**src/rtl/uart_tx_fifo_if.sv**
```systemverilog
// -----------------------------------------------------------------------------
// uart_tx_fifo_if
// Byte-write handshake between the CPU's MMIO block and the UART transmitter.
//   uart_w_enable : write strobe (master -> slave)
//   uart_w_data   : byte to transmit (master -> slave)
//   uart_w_ready  : transmitter can take a byte (slave -> master)
// A byte transfers on a clock edge where uart_w_enable && uart_w_ready.
// -----------------------------------------------------------------------------
interface uart_tx_fifo_if;
  logic       uart_w_enable;
  logic [7:0] uart_w_data;
  logic       uart_w_ready;

  modport master (
    output uart_w_enable,
    output uart_w_data,
    input  uart_w_ready
  );

  modport slave (
    input  uart_w_enable,
    input  uart_w_data,
    output uart_w_ready
  );
endinterface

```
**src/rtl/uart_tx_fifo.sv**
```systemverilog
// -----------------------------------------------------------------------------
// uart_tx_fifo
// Buffers bytes written by the CPU and serialises them as 8N1 frames
// (start bit, 8 data bits LSB first, stop bit) on the tx line.
//
// Ports:
//   clk        : system clock, all state on the rising edge
//   rst        : asynchronous reset, active low
//   wif        : byte-write handshake (slave side)
//   tx         : serial line, idle high, registered
//   busy       : high while a frame is on the line, registered
//   fifo_count : bytes queued, not counting the byte being shifted out
//   overflow   : sticky, set by a write attempt while the FIFO is full
//
// State | meaning
// ------+-------------------------------------------------------------
// IDLE  | line idle high, waiting for a queued byte
// START | start bit (0) on the line
// DATA  | data bits sh[0..7] on the line, bit_idx selects the bit
// STOP  | stop bit (1); chains straight into START if a byte is queued
// -----------------------------------------------------------------------------
module uart_tx_fifo #(
  parameter int CLK_FREQ   = 100000000,
  parameter int BAUD       = 115200,
  parameter int FIFO_DEPTH = 16
) (
  input  logic                          clk,
  input  logic                          rst,
  uart_tx_fifo_if.slave                 wif,
  output logic                          tx,
  output logic                          busy,
  output logic [$clog2(FIFO_DEPTH):0]   fifo_count,
  output logic                          overflow
);

  localparam int CPB    = CLK_FREQ / BAUD;
  localparam int BAUD_W = (CPB > 1) ? $clog2(CPB) : 1;
  localparam int PTR_W  = $clog2(FIFO_DEPTH);
  localparam int CNT_W  = PTR_W + 1;

  typedef enum logic [1:0] {
    S_IDLE,
    S_START,
    S_DATA,
    S_STOP
  } state_e;

  state_e              state_q, state_d;
  logic [BAUD_W-1:0]   baud_q, baud_d;
  logic [2:0]          bit_idx_q, bit_idx_d;
  logic [7:0]          sh_q, sh_d;
  logic                tx_q, tx_d;
  logic                busy_q;
  logic [CNT_W-1:0]    cnt_q, cnt_d;
  logic [PTR_W-1:0]    wr_ptr_q, rd_ptr_q;
  logic                ovf_q;
  logic [7:0]          mem_q [FIFO_DEPTH];

  logic                push, pop, fifo_empty, bit_done;
  logic [7:0]          head;

  // Ready is purely a function of occupancy so CPU writes never stall on
  // an active frame.
  assign wif.uart_w_ready = (cnt_q != CNT_W'(FIFO_DEPTH));
  assign push             = wif.uart_w_enable && wif.uart_w_ready;
  assign fifo_empty       = (cnt_q == '0);
  assign head             = mem_q[rd_ptr_q];
  assign bit_done         = (baud_q == BAUD_W'(CPB - 1));

  always_comb begin
    state_d   = state_q;
    baud_d    = baud_q;
    bit_idx_d = bit_idx_q;
    sh_d      = sh_q;
    tx_d      = tx_q;
    pop       = 1'b0;

    case (state_q)
      S_IDLE: begin
        tx_d = 1'b1;
        if (!fifo_empty) begin
          pop     = 1'b1;
          sh_d    = head;
          tx_d    = 1'b0;
          baud_d  = '0;
          state_d = S_START;
        end
      end

      S_START: begin
        if (bit_done) begin
          baud_d    = '0;
          bit_idx_d = 3'd0;
          tx_d      = sh_q[0];
          state_d   = S_DATA;
        end else begin
          baud_d = baud_q + BAUD_W'(1);
        end
      end

      S_DATA: begin
        if (bit_done) begin
          baud_d = '0;
          if (bit_idx_q == 3'd7) begin
            tx_d    = 1'b1;
            state_d = S_STOP;
          end else begin
            bit_idx_d = bit_idx_q + 3'd1;
            tx_d      = sh_q[bit_idx_d];
          end
        end else begin
          baud_d = baud_q + BAUD_W'(1);
        end
      end

      S_STOP: begin
        if (bit_done) begin
          baud_d = '0;
          if (!fifo_empty) begin
            // Back-to-back frame: no idle bit between stop and next start.
            pop     = 1'b1;
            sh_d    = head;
            tx_d    = 1'b0;
            state_d = S_START;
          end else begin
            tx_d    = 1'b1;
            state_d = S_IDLE;
          end
        end else begin
          baud_d = baud_q + BAUD_W'(1);
        end
      end

      default: begin
        tx_d    = 1'b1;
        baud_d  = '0;
        state_d = S_IDLE;
      end
    endcase
  end

  always_comb begin
    cnt_d = cnt_q;
    case ({push, pop})
      2'b10:   cnt_d = cnt_q + CNT_W'(1);
      2'b01:   cnt_d = cnt_q - CNT_W'(1);
      default: cnt_d = cnt_q;
    endcase
  end

  always_ff @(posedge clk or negedge rst) begin
    if (!rst) begin
      state_q   <= S_IDLE;
      baud_q    <= '0;
      bit_idx_q <= '0;
      sh_q      <= '0;
      tx_q      <= 1'b1;
      busy_q    <= 1'b0;
      cnt_q     <= '0;
      wr_ptr_q  <= '0;
      rd_ptr_q  <= '0;
      ovf_q     <= 1'b0;
    end else begin
      state_q   <= state_d;
      baud_q    <= baud_d;
      bit_idx_q <= bit_idx_d;
      sh_q      <= sh_d;
      tx_q      <= tx_d;
      busy_q    <= (state_d != S_IDLE);
      cnt_q     <= cnt_d;
      if (push) wr_ptr_q <= wr_ptr_q + PTR_W'(1);
      if (pop)  rd_ptr_q <= rd_ptr_q + PTR_W'(1);
      if (wif.uart_w_enable && !wif.uart_w_ready) ovf_q <= 1'b1;
    end
  end

  // Storage needs no reset: occupancy is tracked by cnt_q and the pointers.
  always_ff @(posedge clk) begin
    if (push) mem_q[wr_ptr_q] <= wif.uart_w_data;
  end

  assign tx         = tx_q;
  assign busy       = busy_q;
  assign fifo_count = cnt_q;
  assign overflow   = ovf_q;

endmodule

```
**src/flat_wrapper.sv**
```systemverilog
// flat-port wrapper written by rule: the top's interface ports become plain ports
module uart_tx_fifo_flat 
#(
  parameter int CLK_FREQ   = 100000000,
  parameter int BAUD       = 115200,
  parameter int FIFO_DEPTH = 16
)
  (clk, rst, tx, busy, fifo_count, overflow, wif_uart_w_enable, wif_uart_w_data, wif_uart_w_ready);
  uart_tx_fifo_if wif_i ();
  input  logic clk;
  input  logic rst;
  output logic tx;
  output logic busy;
  output logic [$clog2(FIFO_DEPTH):0] fifo_count;
  output logic overflow;
  input wire logic [$bits(wif_i.uart_w_enable)-1:0] wif_uart_w_enable;
  input wire logic [$bits(wif_i.uart_w_data)-1:0] wif_uart_w_data;
  output wire logic [$bits(wif_i.uart_w_ready)-1:0] wif_uart_w_ready;
  assign wif_i.uart_w_enable = wif_uart_w_enable;
  assign wif_i.uart_w_data = wif_uart_w_data;
  assign wif_uart_w_ready = wif_i.uart_w_ready;
  uart_tx_fifo #(.CLK_FREQ(CLK_FREQ), .BAUD(BAUD), .FIFO_DEPTH(FIFO_DEPTH)) u_core (.clk(clk), .rst(rst), .wif(wif_i), .tx(tx), .busy(busy), .fifo_count(fifo_count), .overflow(overflow));
endmodule
```
**config.mk**
```make
export PLATFORM = sky130hd
export DESIGN_NAME = uart_tx_fifo_flat
export DESIGN_NICKNAME = d
export VERILOG_FILES = /design/src/rtl/uart_tx_fifo_if.sv /design/src/rtl/uart_tx_fifo.sv /design/src/flat_wrapper.sv
export SDC_FILE = /design/constraint.sdc
export NUM_CORES = 1
export LEC_CHECK = 0
export ABC_CLOCK_PERIOD_IN_PS = 3700
export CAP_MARGIN = 20
export CORE_MARGIN = 2
export CORE_UTILIZATION = 55
export DETAILED_ROUTE_END_ITERATION = 10
export GPL_TIMING_DRIVEN = 0
export PLACE_DENSITY = 0.8
export SETUP_SLACK_MARGIN = 0.1
export SLEW_MARGIN = 25
export SYNTH_ARGS = -nofsm -noshare
export SYNTH_HDL_FRONTEND = slang
export SYNTH_SLANG_ARGS = --single-unit
export TNS_END_PERCENT = 50
```
**constraint.sdc**
```tcl
create_clock -name clk -period 3.7 [get_ports clk]
set_input_delay 0.74 -clock clk [delete_from_list [all_inputs] [get_ports clk]]
set_output_delay 0.74 -clock clk [all_outputs]
set_load 0.1 [all_outputs]
```
==> results by group <==
Outcome
  – Status: finished, final reports clean

Worst setup path
  – Setup crit end kind: flop
  – CP Launch Point: u_core.baud_q[0]$_DFFE_PN0P_
  – Reg2Reg Depth: 13
  – Bufs and invs on worst path: 1
  – Worst Setup EP: u_core.fifo_count[4]$_DFFE_PN0P_
  – WP data arrival: 3.58 ns
  – Critical path's slowest cell: nor3_2
  – Crit-path most repeated cell: ha_1
  – Critical Path Source Type: flop
  – Critical path type: flop to flop
  – CP cell instances: ha_1 -> nor4b_4 -> a41oi_1 -> nor3_2 -> ha_1 -> clkbuf_1 -> xor2_1 -> ha_1 -> nor2_1 -> a22oi_1 -> o22ai_1 -> a21oi_1 -> xnor2_1
  – Reg2reg setup slack: ~0.47 ns
  – Worst reg2reg endpoint: u_core.fifo_count[4]$_DFFE_PN0P_
  – Critical path's top delay family: simple AND/OR/NAND/NOR gates
  – RR Startpoint: u_core.baud_q[0]$_DFFE_PN0P_
  – Worst Path Required: 4.05 ns
  – Slowest stage delay, CP: 0.45 ns
  – Maximum fanout along the worst path: 7
  – CP Depth: 13

Clocking
  – Clock latency on the worst-skew pair: approximately 0.43 ns
  – CTS Root Cell: clkbuf_16
  – TritonCTS clock tree: done
  – Maximum clock path buffer count: 2
  – Clock Sinks: 167
  – CTS H-tree depth: 4
  – # Post-CTS Setup Buffers: 0
  – Hold-fix buffers, CTS: 0
  – Resized cells post-CTS: 0
  – Worst-path clk slew: 0.06 ns
  – CTS Buf Count: 17

Logic synthesis
  – Register bit total from synthesis: 167
  – Syn Nets: 459
  – Main synth FF type: edfxtp_1
  – Syn_area_per_cell: 16.5 sq um
  – Distinct cells, synth: 57
  – Synth top area share: 0.538
  – Synth Cell Area: 7140 sq um
  – Number of synthesized flops with an enable pin: roughly 130
  – Top cell type by total area after synthesis: edfxtp_1
  – FFs w/ async S/R, synth: 0.234
  – Synth Instances: approximately 430
  – Synthesis Warnings: 0
  – Commonest cells post-synth: edfxtp_1 (128), dfrtp_1 (38), mux4_2 (33), nand2_1 (32), nor2_1 (25)
  – Sequential share of the synthesized area: 0.675
  – Most frequent cell after synthesis: edfxtp_1
  – Synth top area cells: edfxtp_1 (54%), dfrtp_1 (13%), mux4_2 (10%)

Floorplan
  – Io pins: 20
  – Std cell rows: 41
  – Initial Util: 0.564
  – Core area: about 13,000 sq um
  – Die area: 13,900 sq um
  – Die width: 118 microns
  – Die H: 118 microns

Place
  – GPL Wtd Cong: slightly above 0.8
  – Hpwl dp: 8.81 mm
  – Port Buffer Count: 19
  – Post-DP Area: 7590 sq um

Power
  – P_leak: between 2 and 3 nW
  – Clock power frac: 0.277
  – Pwr Density: 813 nW/um^2
  – Logic pwr share: 0.345
  – Part of the power in registers: 0.377
  – Pint: approximately 4.4 mW
  – Tot Pwr: 6.67 mW
  – Switching share of power: 0.348
  – Psw: approximately 2.3 mW
  – Worst vdd ir: around 0.56 mV

Drt
  – DRC viols: 0
  – Vias per std cell: 5.88
  – Routed WL: 13.8 mm
  – Vias: 3,856
  – Initial drt markers: 375
  – Final ANT Viol Nets: 0
  – Wirelength per Cell: 21.0 microns
  – Pre-Repair DR Iteration Count: 5

Timing
  – Slew Limit Fails: 0
  – Max_slew headroom: 0.347
  – Final hold vios: 0
  – Setup TNS: 0 ns
  – Finish-stage setup viols: 0
  – Final worst path period share: 0.873
  – RSZ-0062 raised after global routing: no
  – FMAX: 0.309 GHz
  – Clk_skew: between 0.009 and 0.01 ns
  – Worst Tran Pin Value: a little under 1 ns
  – Fin crit period: 3.23 ns

Global route
  – Global Route Usage Sum: 0.215
  – Initial antenna violation count: 0
  – Largest net degree at the start of global routing: 32
  – Global route overflow: 0
  – Vias in the first global route: 3,961
  – First-pass GRT wire length: between 20 and 25 mm

Flow run
  – Max cap viols: 0

Final layout
  – Layout cell share with drive strength beyond 1: 0.209
  – Nets: around 500
  – Post-route cell area: 8210 sq um
  – Ant diodes: 0
  – Area Growth Syn to Fin: 14.9%

Worst hold path
  – Hold crit path type: primary input to asynchronous set/reset pin
routing by layer:
layer | vias to the layer above | track usage | wire, microns
met5 | - | 0 | 0
met4 | 0 | 0.0843 | 291
met3 | 25 | 0.0533 | 730
met2 | 114 | 0.354 | 7170
met1 | 1948 | 0.277 | 5580
li1 | 1769 | - | -
through the flow:
step	worst slack [ns]	utilization	std cells	hold WS [ns]
3_3_place_gp	0.566	0.596	623	0.449
6_report	0.469	0.648	656	0.166
5_1_grt	0.123	0.648	656	0.167
2_1_floorplan	0.139	-	432	0.438
3_5_place_dp	0.488	0.599	624	0.454
4_1_cts	0.458	0.648	656	0.155
how the worst min path moves through the flow:
stage                     cells past startpoint  slack, ns                              end
after detailed placement                      1       0.45      u_core.overflow$_DFFE_PN0P_
after floorplan                               0       0.44     u_core.baud_q[0]$_DFFE_PN0P_
after global placement                        1       0.45      u_core.overflow$_DFFE_PN0P_
final                                         1       0.17  u_core.bit_idx_q[0]$_DFFE_PN0P_
after CTS                                     1       0.16  u_core.bit_idx_q[0]$_DFFE_PN0P_
after global routing                          1       0.17  u_core.bit_idx_q[0]$_DFFE_PN0P_
kinds of logic after synthesis:
kind of cell             share of synthesized area
adder cells (fa/ha/maj)                     0.0280
AND/OR/NAND/NOR                             0.0716
buffers and inverters                       0.0222
flip-flops                                   0.675
XOR/XNOR                                    0.0172
multiplexers                                 0.114
AO/OA/AOI/OAI                               0.0725
power by group through the flow:
stage	clock, mW	sequential, mW	combinational (mW)
global placement	0	2.53	2.22
detailed placement	0	2.55	2.30
global route	1.94	2.55	2.48
finish	1.85	2.52	2.30
CTS	1.87	2.52	2.32
floorplan	0	2.82	1.44
registers in the layout, indices dropped and copies added, names as in the netlist:
name	count
u_core.wr_ptr_q	4
u_core.mem_q	128
u_core.rd_ptr_q	4
u_core.busy	1
u_core.bit_idx_q	3
u_core.fifo_count	5
u_core.tx	1
u_core.sh_q	8
u_core.state_q	2
u_core.baud_q	10
u_core.overflow	1
layout by cell type (no fill, tap or decap), drive strengths merged, types with 16 or more instances in the layout:
master and instances:
buf 16, clkbuf 25, clkdlybuf4s50 18, dfrtp 38, edfxtp 128, ha 16
mux4 33, nand2 32, nor2 25, o21ai 25
final cells by class:
| class | count | area (sq um) |
|---|---|---|
| fill | 876 | 4470 |
| multi-input combinational | 237 | 2190 |
| buffer | 20 | 129 |
| inverter | 8 | 30.0 |
| timing repair buffer | 20 | 205 |
| sequential | 167 | 4830 |
| clock buffer | 19 | 433 |
| clock inverter | 13 | 181 |
| tap | 172 | 215 |
No activity file was read; power rests on OpenSTA's default activity.
